`src/rtl/decade_seq_ctrl.sv`:
```
// Synchronous BCD decade-chain sequencer with start/stop/clear FSM and terminal-count compare.
// Optional DOWN_COUNT_EN adds an up_dn input for down counting with reload from tc.
module decade_seq_ctrl #(
    parameter int DIGITS = 2
) (
    input  logic                clk,
    input  logic                reset,
    input  logic                start,
    input  logic                stop,
    input  logic                clear,
    input  logic                tick,
    input  logic                oneshot,
`ifdef DOWN_COUNT_EN
    input  logic                up_dn,
`endif
    input  logic [4*DIGITS-1:0] tc,
    output logic [4*DIGITS-1:0] bcd_q,
    output logic                busy,
    output logic                done,
    output logic                wrap,
    output logic                tc_err,
    output logic [1:0]          state_q
);
    localparam int W = 4*DIGITS;

    typedef enum logic [1:0] {IDLE = 2'd0, RUN = 2'd1, HOLD = 2'd2, DONE = 2'd3} state_t;
    state_t state;

    logic              dn;
    logic [DIGITS-1:0] dig_bad;
    logic [DIGITS-1:0] dig_term;
    logic [DIGITS-1:0] en;
    logic [W-1:0]      step_q;
    logic              tc_bad;
    logic              at_term;
    logic [W-1:0]      load;

`ifdef DOWN_COUNT_EN
    assign dn = ~up_dn;
`else
    assign dn = 1'b0;
`endif

    // Carry/borrow chain: digit i steps only when every lower digit sits at its terminal value.
    assign en[0] = 1'b1;
    for (genvar i = 0; i < DIGITS; i++) begin : g_dig
        logic [3:0] d;
        assign d           = bcd_q[4*i +: 4];
        assign dig_bad[i]  = tc[4*i +: 4] > 4'd9;
        assign dig_term[i] = dn ? (d == 4'd0) : (d == 4'd9);
        assign step_q[4*i +: 4] = !en[i]      ? d :
                                  dig_term[i] ? (dn ? 4'd9 : 4'd0) :
                                  dn          ? d - 4'd1 : d + 4'd1;
        if (i < DIGITS-1) begin : g_c
            assign en[i+1] = en[i] & dig_term[i];
        end
    end

    // An invalid tc can never equal a valid count in up mode; down mode needs the explicit guard.
    assign tc_bad  = |dig_bad;
    assign at_term = !tc_bad && (dn ? (bcd_q == '0) : (bcd_q == tc));
    assign load    = (dn && !tc_bad) ? tc : '0;
    assign state_q = state;

    always_ff @(posedge clk or negedge reset) begin
        if (!reset) begin
            state  <= IDLE;
            bcd_q  <= '0;
            busy   <= 1'b0;
            done   <= 1'b0;
            wrap   <= 1'b0;
            tc_err <= 1'b0;
        end else begin
            done   <= 1'b0;
            wrap   <= 1'b0;
            tc_err <= tc_bad;
            if (clear) begin
                state <= IDLE;
                bcd_q <= '0;
                busy  <= 1'b0;
            end else if (stop) begin
                if (state == RUN) begin
                    state <= HOLD;
                    busy  <= 1'b0;
                end
            end else if (start && state != RUN) begin
                state <= RUN;
                busy  <= 1'b1;
                if (state == DONE || (state == IDLE && dn))
                    bcd_q <= load;
            end else if (state == RUN && tick) begin
                if (at_term) begin
                    if (oneshot) begin
                        state <= DONE;
                        busy  <= 1'b0;
                        done  <= 1'b1;
                    end else begin
                        bcd_q <= load;
                        wrap  <= 1'b1;
                    end
                end else begin
                    bcd_q <= step_q;
                end
            end
        end
    end
endmodule

```
`config.mk`:
```
export PLATFORM = sky130hd
export DESIGN_NAME = decade_seq_ctrl
export DESIGN_NICKNAME = d
export VERILOG_FILES = /design/src/rtl/decade_seq_ctrl.sv
export SDC_FILE = /design/constraint.sdc
export NUM_CORES = 1
export LEC_CHECK = 0
export ABC_AREA = 1
export BUFFER_PORTS_ARGS = -buffer_cell sky130_fd_sc_hd__buf_2
export CORE_AREA = 4 4 72 74
export DETAILED_ROUTE_END_ITERATION = 12
export DIE_AREA = 0 0 76 78
export MAX_ROUTING_LAYER = met4
export PLACE_DENSITY = 0.44
export RECOVER_POWER = 25
export SYNTH_ARGS = -nofsm -noshare
export SYNTH_HDL_FRONTEND = slang
export SYNTH_SLANG_ARGS = --single-unit
```
`constraint.sdc`:
```
create_clock -name clk -period 2 [get_ports clk]
set_clock_uncertainty 0.05 [all_clocks]
set_input_delay 0.1 -clock clk [delete_from_list [all_inputs] [get_ports clk]]
set_output_delay 0.1 -clock clk [all_outputs]
set_load 0.05 [all_outputs]
```
==> impl_metrics.toml <==
[outcome]
status = "finished clean"

[finish]
final_nets = 212
design_area_mm2 = 0.00138
antenna_cells = 0
syn2layout_area_growth_pct = 24.5
final_core_util_pct = 30.0
drive_gt1_share_pct = 25.0
stdcell_count = 246

[power_and_ir_drop]
ir_drop_v = 0.000450
combPwrFrac_pct = 35.8
seqPwrFrac_pct = 35.1
p_leak_nw = 0.759
cellPowerDensity_mw_per_mm2 = 725
intPower_w = 0.000589
switchingPower_w = 0.000413
power_w = 0.00100
clockPowerShare_pct = 29.1
netSwitchingFraction_pct = 41.2

[floorplanning]
initial_core_util_pct = 24.1
pin_count = 29
die-area_mm2 = 0.00593
num_rows = 25
die_y_um = 78
fp.coreArea_mm2 = 0.00460
fp.dieW_um = 76

[worst_hold_path]
hold_end = "tc_err$_DFF_PN0_"
min_path_cells = 3
holdCritStartpoint = "tc[1]"
hp-class = "in -> reg"

[logic_synthesis]
yosysWarnings = 0
syn_inst = 159
seq_area_frac_synth_pct = 31.6
synth_area_mm2 = 0.00111
synth_top_area_cell = "dfrtp_1"
synth.top_cell.area_share_pct = 31.6
synth_cell_types = 24
synth_area_leaders = "dfrtp_1, nand2_1, inv_1, nor2_1, ha_1"
synth_seq_cells = 14
syn-num-nets = 178
syn_area_per_cell_um2 = 6.98

[sta]
period_share_pct = 82.4
setup_tns_ps = 0
period_needed_ps = 1650
grt_setup_unrepaired = "no"
setup_violations = 0
clock.fmax_ghz = 0.607
hold_viol = 0
slew_headroom_pct = 46.2
tightest_slew_ps = 807
maxSlewViolCount = 0

[route]
first_iter_violations = 52
dr.pass1.iters = 4
highest_layer = "met4"
drc = 0
routedLengthMet1_um = 1330
met2_length_um = 1250
ant_nets = 0
wl_met3_um = 121
vias = 1037
wl_um = 2730
viasPerCell = 4.22
wire_per_inst_um = 11.1

[placed_design]
dpl_cell_area_mm2 = 0.00132
io_buffers = 28
hpwlAfterDp_um = 2180
place_congestion = 0.789
dp.cells = 241

[critical_path]
worstRegToRegCells = 11
slowest_stage = "dfrtp_1"
endpoint_kind = "flop"
path_cells = "inv_1 > nand2_1 > nand2_1 > inv_1 > nand2_1 > nor2_4 > nand3_4 > nand3_4 > nand3_2 > nand2_1 > nand2_1"
critPathKind = "reg -> reg"
ff2ff_setup_slack_ps = 350
worstPathArrival_ps = 1750
r2r_start = "bcd_q[4]$_DFFE_PN0P_"
crit_required_ps = 2100
cp.buffers_inverters = 2
cp_max_fo = 7
critPathLaunchType = "flop"
r2r-end = "bcd_q[7]$_DFFE_PN0P_"
cpLargestDelayFamily = "simple AND/OR/NAND/NOR gates"
path_common_cell = "nand2_1"
slowest_delay_ps = 480

[clock_network]
cts_tree = "done"
clk_pin_slew_worst_paths_ps = 60
cts_sinks = 14
cts-buffers-inserted = 3
clockBufferDepth = 2
post_cts_buffers = 0
cts_max_level = 1
cts_root_buf = "clkbuf_8"
insertion_delay_ps = 250
cts_resized = 0
hold_buffers = 1

[grt]
antenna_found_initial = 0
grt_max_degree = 15
grt_pass1_vias = 1020
grt_pass1_wl_um = 4720
grt_usage_pct = 10.0
grt.overflow.total = 0

[run]
maxCapViolCount = 0
[routing by layer]
| layer | up-vias | global-route usage, % |
|---|---|---|
| li1 | 558 | - |
| met1 | 452 | 12.4 |
| met2 | 22 | 15.7 |
| met3 | 5 | 2.90 |
| met4 | 0 | 3.20 |
| met5 | - | - |
[cell type report]
cell class | count | area (um2)
clock buffer | 4 | 55.1
fill | 516 | 3220
inverter | 26 | 103
multi-input combinational | 119 | 657
sequential | 14 | 350
tap | 54 | 67.6
timing repair buffer | 29 | 149
[flip-flops by register name, indices dropped and copies added (netlist names)]
register	cells
bcd_q	8
busy	1
wrap	1
tc_err	1
state_q	2
done	1
[cells by family after synthesis]
logic type | Yosys count | synth area share [%]
buffers and inverters | 26 | 9.24
AOI/OAI and AO/OA | 8 | 3.83
DFF | 14 | 31.6
adders and majority gates | 4 | 4.51
xor gates and xnor gates | 6 | 4.74
and+or+nand+nor | 101 | 46.1
[how the worst max path moves through the flow]
stage	from	endpoint	cells past startpoint
detailed placement	bcd_q[4]$_DFFE_PN0P_	bcd_q[7]$_DFFE_PN0P_	11
CTS	bcd_q[4]$_DFFE_PN0P_	bcd_q[7]$_DFFE_PN0P_	11
global route	bcd_q[4]$_DFFE_PN0P_	bcd_q[6]$_DFFE_PN0P_	11
floorplan	bcd_q[4]$_DFFE_PN0P_	bcd_q[4]$_DFFE_PN0P_	11
global placement	bcd_q[4]$_DFFE_PN0P_	bcd_q[5]$_DFFE_PN0P_	11
finish	bcd_q[4]$_DFFE_PN0P_	bcd_q[7]$_DFFE_PN0P_	11
[cells in the final DEF, fill, tap and decap left out, drive strengths merged]
cell type	n
a21oi	2
buf	27
clkbuf	5
dfrtp	14
dlygate4sd3	1
ha	4
inv	26
nand2	60
nand3	16
nand4	4
nor2	19
nor3	1
nor4	1
o21a	1
o21ai	5
xnor2	4
xor2	2
[synth_stat cells]
master / count
xor2_1: 2
nor2_4: 2
nand2_1: 56
inv_2: 1
nand2_4: 2
nor2_8: 1
o21a_1: 1
o21ai_1: 1
nor3_1: 1
nand2_2: 2
a21oi_1: 2
dfrtp_1: 14
inv_1: 23
o21ai_0: 4
nand3_4: 2
nand4_1: 4
nand3_2: 4
nor2_2: 1
xnor2_1: 4
inv_4: 2
nor2_1: 15
nor4_1: 1
nand3_1: 10
ha_1: 4
[tightest hold or removal path: stages]
cell	delay [ps]
buf_2	90
o21ai_0	70
nand2_1	90
[power groups by stage]
| stage | logic [W] | clock network, W | registers, W |
|---|---|---|---|
| 2_1_floorplan | 0.000174 | 0 | 0.000444 |
| 3_3_place_gp | 0.000363 | 0 | 0.000357 |
| 3_5_place_dp | 0.000362 | 0 | 0.000357 |
| 4_1_cts | 0.000364 | 0.000303 | 0.000352 |
| 5_1_grt | 0.000402 | 0.000308 | 0.000358 |
| 6_report | 0.000358 | 0.000292 | 0.000352 |
[stage by stage]
| step | hold WS, ps | setup WS, ps |
|---|---|---|
| after global routing | 113 | 178 |
| after detailed placement | -20.1 | 350 |
| final | 99.4 | 352 |
| after CTS | 95.6 | 330 |
| after floorplan | -246 | 251 |
| after global placement | -16.7 | 352 |
Power figures use the tool's default switching activity.
